**config.mk**
```make
export PLATFORM = sky130hd
export DESIGN_NAME = mud_wl_ctrl
export DESIGN_NICKNAME = d
export VERILOG_FILES = /design/src/rtl/mud_wl_ctrl.sv
export SDC_FILE = /design/constraint.sdc
export NUM_CORES = 1
export LEC_CHECK = 0
export BUFFER_PORTS_ARGS = -buffer_cell sky130_fd_sc_hd__buf_2
export CORE_MARGIN = 2
export CORE_UTILIZATION = 49
export CTS_BUF_LIST = sky130_fd_sc_hd__clkbuf_16
export CTS_CLUSTER_SIZE = 25
export DETAILED_ROUTE_END_ITERATION = 10
export GPL_TIMING_DRIVEN = 0
export PLACE_DENSITY = 0.76
export REMOVE_ABC_BUFFERS = 1
export SETUP_SLACK_MARGIN = 0.05
export SLEW_MARGIN = 5
export SYNTH_ARGS = -nofsm -noshare
export SYNTH_HDL_FRONTEND = slang
export SYNTH_SLANG_ARGS = --single-unit
export TNS_END_PERCENT = 10
```
**constraint.sdc**
```tcl
create_clock -name clk -period 2.2 [get_ports clk]
set_clock_uncertainty 0.2 [all_clocks]
set_input_delay 0 -clock clk [delete_from_list [all_inputs] [get_ports clk]]
set_output_delay 0 -clock clk [all_outputs]
set_load 0.01 [all_outputs]
```
**src/rtl/mud_wl_ctrl.sv**
```systemverilog
// Two-port wordline access sequencer: precharge -> wordline -> sense/write -> recovery.
// Define MUD_WL_RR_EN for round-robin arbitration; otherwise port 0 has fixed priority.
//
// state | meaning
// IDLE  | waiting for a request; arbitrates and latches addr/wr/grant
// PRE   | bitline precharge, T_PRE cycles
// WL    | wordline asserted, settling for T_WL cycles
// ACT   | one cycle of sense-amp (read) or write-driver (write) strobe
// REC   | wordline dropped, T_REC recovery cycles; ack on the last one
module mud_wl_ctrl #(
    parameter int unsigned T_PRE = 2,
    parameter int unsigned T_WL  = 2,
    parameter int unsigned T_REC = 1
) (
    input  logic       clk,
    input  logic       rst_n,
    input  logic       req0,
    input  logic       req1,
    input  logic [2:0] addr0,
    input  logic [2:0] addr1,
    input  logic       wr0,
    input  logic       wr1,
    output logic       ack0,
    output logic       ack1,
    output logic       dec_enb,
    output logic [2:0] dec_addr,
    output logic       pre_en,
    output logic       sae,
    output logic       wen,
    output logic       busy
);

    typedef enum logic [2:0] {
        S_IDLE,
        S_PRE,
        S_WL,
        S_ACT,
        S_REC
    } state_t;

    localparam logic [3:0] PRE_LD = 4'(T_PRE - 1);
    localparam logic [3:0] WL_LD  = 4'(T_WL - 1);
    localparam logic [3:0] REC_LD = 4'(T_REC - 1);

    state_t     state, state_nx;
    logic [3:0] cnt, cnt_nx;
    logic [2:0] addr_q, addr_nx;
    logic       wr_q, wr_nx;
    logic       gnt_q, gnt_nx;
    logic       win;

`ifdef MUD_WL_RR_EN
    logic last_q;

    // On a tie the port not granted last wins; a lone request always wins.
    assign win = (req0 && req1) ? ~last_q : req1;

    always_ff @(posedge clk or negedge rst_n) begin
        if (!rst_n) begin
            last_q <= 1'b1;
        end else if (state == S_IDLE && (req0 || req1)) begin
            last_q <= win;
        end
    end
`else
    assign win = ~req0;
`endif

    always_ff @(posedge clk or negedge rst_n) begin
        if (!rst_n) begin
            state  <= S_IDLE;
            cnt    <= 4'd0;
            addr_q <= 3'd0;
            wr_q   <= 1'b0;
            gnt_q  <= 1'b0;
        end else begin
            state  <= state_nx;
            cnt    <= cnt_nx;
            addr_q <= addr_nx;
            wr_q   <= wr_nx;
            gnt_q  <= gnt_nx;
        end
    end

    always_comb begin
        state_nx = state;
        cnt_nx   = cnt;
        addr_nx  = addr_q;
        wr_nx    = wr_q;
        gnt_nx   = gnt_q;
        pre_en   = 1'b0;
        dec_enb  = 1'b0;
        sae      = 1'b0;
        wen      = 1'b0;
        ack0     = 1'b0;
        ack1     = 1'b0;
        busy     = (state != S_IDLE);
        dec_addr = addr_q;
        unique case (state)
            S_IDLE: begin
                if (req0 || req1) begin
                    gnt_nx   = win;
                    addr_nx  = win ? addr1 : addr0;
                    wr_nx    = win ? wr1 : wr0;
                    cnt_nx   = PRE_LD;
                    state_nx = S_PRE;
                end
            end
            S_PRE: begin
                pre_en = 1'b1;
                if (cnt == 4'd0) begin
                    cnt_nx   = WL_LD;
                    state_nx = S_WL;
                end else begin
                    cnt_nx = cnt - 4'd1;
                end
            end
            S_WL: begin
                dec_enb = 1'b1;
                if (cnt == 4'd0) begin
                    state_nx = S_ACT;
                end else begin
                    cnt_nx = cnt - 4'd1;
                end
            end
            S_ACT: begin
                dec_enb  = 1'b1;
                sae      = ~wr_q;
                wen      = wr_q;
                cnt_nx   = REC_LD;
                state_nx = S_REC;
            end
            S_REC: begin
                if (cnt == 4'd0) begin
                    ack0     = ~gnt_q;
                    ack1     = gnt_q;
                    state_nx = S_IDLE;
                end else begin
                    cnt_nx = cnt - 4'd1;
                end
            end
            default: state_nx = S_IDLE;
        endcase
    end

endmodule

```
---- Word level (Yosys, flattened, before mapping) ----
Index checks and enable logic that the tools add are counted.
cells by class
  add/subtract/negate cells ............... 1
  equal/unequal tests ..................... 9
  muxes and demuxes ....................... 19
  bitwise gates (word level) .............. 3
  reduce and logical (&&, ||, !) cells .... 10
operators by type and width
  operator                                              count
  one-hot mux 4 bit (4 select lines)                    1
  two-way mux 3 bit                                     5
  one-hot mux 3 bit (5 select lines)                    1
  two-way mux 4 bit                                     3
  != test 2 bit (second input constant)                 5
  two-way mux 1 bit                                     9
  equality test 3 x 2 -> 1 bit (second input constant)  2
  logical NOT 4 bit                                     1
  AND reduction 4 bit                                   1
  nonzero test 4 bit                                    1
  OR reduction 2 bit                                    2
  subtractor 4 x 1 -> 4 bit (second input constant)     1
  equality test 3 x 1 -> 1 bit (second input constant)  1
  equality test 3 bit (second input constant)           1
  logical NOT 3 bit                                     1
  NOT 1 bit                                             3
  AND reduction 3 bit                                   1
  nonzero test 3 bit                                    1
  AND reduction 2 bit                                   1
  logical OR 1 bit                                      1
storage, ports and cells
  flip-flop bits (word level) ............. 12
  input bits .............................. 12
  word-level logic and storage cells ...... 47

---- Depth between registers and ports, before layout ----
  depth after elaboration ................. 4
  depth in mapped cells ................... 7

---- Least setup slack after synthesis ----
Ideal clock, no wire load.
  kind .................................... reg-to-reg
  start point ............................. register cnt[0]
  end point ............................... register cnt[1]
  data arrival time ....................... 1.502 ns
  data required time ...................... 1.874 ns
  path slack .............................. 0.372 ns
  stages on the path, launching flop included .. 8
  clock period less this slack ............ 1.828 ns
  path through ............................ dfrtp_1 inv_1 ha_1 or3b_1 buf_6 a21oi_2 a221o_1 a221o_1
between the ends
  longest elaborated chain between the ends .. 3
RTL lines
  what                                                                       RTL line  source
  start, declared                                                            46        logic [3:0] cnt, cnt_nx;
  start signal, assigned                                                     78        cnt <= cnt_nx;
  subtractor 4 x 1 -> 4 bit or logical NOT 4 bit (tied branches)             n/a
  two-way mux 4 bit (tied with other cells)                                  120, 134
  one-hot mux 4 bit (4 select lines) or AND reduction 3 bit (tied branches)  n/a
Several ways; a longest one is shown, not always the timed one. The select of a mux whose other input is x is not followed.
A chain may end at the register's enable or synchronous reset.

---- Final worst setup path ----
  start point ............................. register state[2]
  end point ............................... register gnt_q
between the ends
  longest elaborated chain between the ends .. 2
RTL lines
  what                                  RTL line  source
  start, declared                       45        state_t state, state_nx;
  start signal, assigned                77        state <= state_nx;
  logical NOT 3 bit                     99        unique case (state)
  AND reduction 2 bit (no source line)  n/a
  end signal, assigned                  81        gnt_q <= gnt_nx;
  end, declared                         49        logic gnt_q, gnt_nx;
Every way passes these cells.

==> results by group <==
Die
  – Chip Height: 43.8 um
  – Row count: 14
  – Area of the core: 1490 sq um
  – Die X-Extent: 43.8 um
  – Die ar.: 1910 sq um
  – Initial core utilization: 52.0%
  – Ports: 22

Synth
  – Async SR Flop Fraction: 100%
  – Yosys top cell by area: dfrtp_1
  – Post-synth EDFFs: 0
  – Post-synth top area share: 38.8%
  – Cell count after synthesis: 88
  – Count of cell types in the netlist: 34
  – Most instantiated cells after synthesis: dfrtp_1 (12), a21oi_1 (9), nand2_1 (9)
  – Most used DFF post-synth: dfrtp_1
  – Number of synthesized register bits: 12
  – Post-Syn Area per Cell: 8.80 sq um
  – Largest cells by area after synthesis: dfrtp_1 (39%), a21oi_1 (5.8%), mux2i_1 (5.2%)
  – Ys Warns: 0
  – Mapped Area: 774 sq um
  – Top-count cell post-synth: dfrtp_1
  – Register area share after synthesis: 38.8%

Timing
  – Final Hold Violating Endpoints: 0
  – RSZ-0062 raised after global routing: no
  – Fmax: 0.501 GHz
  – Pins Over Slew Limit: 0
  – Min Tclk post-route: 2.00 ns
  – Worst relative slew slack: 63.3%
  – Final setup margin: 0.204 ns
  – Final setup violation count: 0
  – Final setup TNS: 0 ns
  – Least-Margin Pin Slew: 0.550 ns
  – Period utilization: 90.7%

Critical path
  – WP data required: 2.17 ns
  – CP arrival: 1.97 ns
  – WS Path Type: flip-flop to flip-flop
  – Most used cell, CP: a21oi_1
  – CP startpoint kind: flip-flop
  – Crit path max-delay cell type: dfrtp_1
  – CP Max Fanout: 18
  – Worst-path cell chain: nor3_2 > a21oi_1 > a21oi_1 > dlygate4sd3_1
  – CP endpoint kind: flip-flop
  – CP max stage delay: 0.57 ns
  – Worst setup path start: state[2]
  – Reg-to-reg startpoint: state[2]

Final layout
  – Non-Filler Instances: 135
  – Inserted Diodes: 0
  – Final Net Count: 134
  – Area Growth Syn to Fin: 37.8%
  – Layout cells sized above 1: 26.1%
  – Post-route cell area: 1070 sq um

Clock network
  – H-tree levels: 1
  – Total setup buffers inserted after CTS: 0
  – Skew-Pair Late Insertion Delay: 0.24 ns
  – CTS tree: yes
  – CTS Root Cell: clkbuf_16
  – Clock sinks: 12
  – Clock buffer depth: 2
  – Clock-pin slew on the worst setup and hold paths: 0.04 ns
  – Cts bufs inserted: 3

Routing
  – Via-to-Cell Ratio: 5.50
  – WL final: 1880 um
  – Vias: 742
  – ANT nets after route: 0
  – First-pass DRT Iterations: 4
  – DRC: 0
  – Detailed Route Iter0 Violations: 18
  – Wire per inst: 13.9 um

Power
  – Leak pwr: 0.511 nW
  – PD cells: 1420 nW/um^2
  – Maximum VDD drop: 951 uV

Worst hold path
  – Hold Startpoint: req0
  – Worst min path class: input pin to flip-flop

GRT
  – GR Util met3: 5.83%
  – M1 GR Usage: 26.7%
  – Initial antenna violation count: 0
  – Most used routing layer: met2
  – Global route total overflow: 0
  – Largest net degree at the start of global routing: 19
  – GR Layer Usage met2: 37.6%
  – GRT Overall Usage: 22.9%
  – Number of global-route vias before repair: 683
  – First-pass GRT wire length: 3080 um

Outcome
  – Status: finished clean

Placement
  – Port Buf Inserts: 21
  – Placed cells: 119
  – GPL Wtd Cong: 0.797
  – Pre-CTS WS: 0.189 ns
  – Hpwl dp: 1180 um
  – Cell Area, Placed: 866 sq um

Run
  – Max_cap viols: 0
-- sequential cells by signal, summed over array words and instances (netlist names) --
name / count
cnt: 4
dec_addr: 3
gnt_q: 1
state: 3
wr_q: 1
-- metrics by stage --
step                util (%)  hold WS [ns]  total power [mW]
global route            71.7         0.206              1.64
global placement        58.2        -0.304              1.09
detailed placement      58.2        -0.307              1.12
floorplan                  -        -0.496             0.936
CTS                     71.5         0.161              1.49
finish                  71.7         0.160              1.52
-- cells in the final DEF, fill, tap and decap left out, types with 2 or more instances in the layout --
master,netlist,final
nor2_2,2,2
clkinv_1,1,2
o211ai_1,2,2
dlygate4sd3_1,0,12
dfrtp_1,12,12
nor2b_1,3,3
mux2i_1,4,4
ha_1,2,2
a221o_1,3,3
a21oi_1,9,9
buf_2,3,21
nand2_1,9,9
clkbuf_16,0,3
nor3_1,6,6
inv_1,3,3
nor2_1,7,7
o21ai_1,2,2
-- power by group --
part	internal, mW	leakage [nW]	switching (mW)
registers	0.322	0.145	0.143
logic	0.348	0.328	0.371
clock network	0.239	0.0385	0.0938
total	0.909	0.511	0.607
-- cell type report --
type / instances / area, sq um
Clock inverter: 1 / 3.75
Tap cell: 16 / 20.0
Sequential cell: 12 / 300
Clock buffer: 3 / 75.1
Fill cell: 102 / 422
Timing Repair Buffer: 33 / 225
Inverter: 5 / 18.8
Multi-Input combinational cell: 65 / 424
-- worst max-delay path: cells and delay by family, from the launching register on --
| family | cells | cell delay, ns |
|---|---|---|
| buffers and inverters | 1 | 0.57 |
| and+or+nand+nor | 1 | 0.34 |
| DFF | 1 | 0.57 |
| AOI/OAI and AO/OA | 2 | 0.24 |
-- what timing repair did --
action                                  CTS  global route
hold endpoints to repair                 17             0
endpoints found under the setup margin    0             2
hold buffers                             12             0
gates resized for setup                   0             1
-- cells by family (layout without fill, tap and decap cells) --
kind of cell / Yosys count / in the layout / share of synthesized area, %
compound gates: 23 / 23 / 20.0
mux: 5 / 5 / 6.62
xor+xnor: 2 / 2 / 2.26
flops: 12 / 12 / 38.8
buf+inv: 11 / 42 / 6.78
fa+ha+maj: 2 / 2 / 3.23
simple gates: 33 / 33 / 22.3
-- worst paths after layout --
kind / slack (ns) / cells past startpoint / end
max: 0.20 / 4 / gnt_q
min: 0.16 / 4 / state[0]
max reg2reg: 0.20 / 4 / gnt_q
min reg2reg: 0.34 / 2 / dec_addr[1]
max in group asynchronous: 0.84 / 3 / cnt[0]
min in group asynchronous: 0.60 / 3 / cnt[3]
-- routing by layer --
| metal | share of wire [%] | wire, um |
|---|---|---|
| met1 | 45 | 841 |
| met2 | 49 | 917 |
| met3 | 4.4 | 82 |
| met4 | 2.1 | 40 |
| met5 | 0 | 0 |
Note: power is estimated with default switching activity, not from simulation.
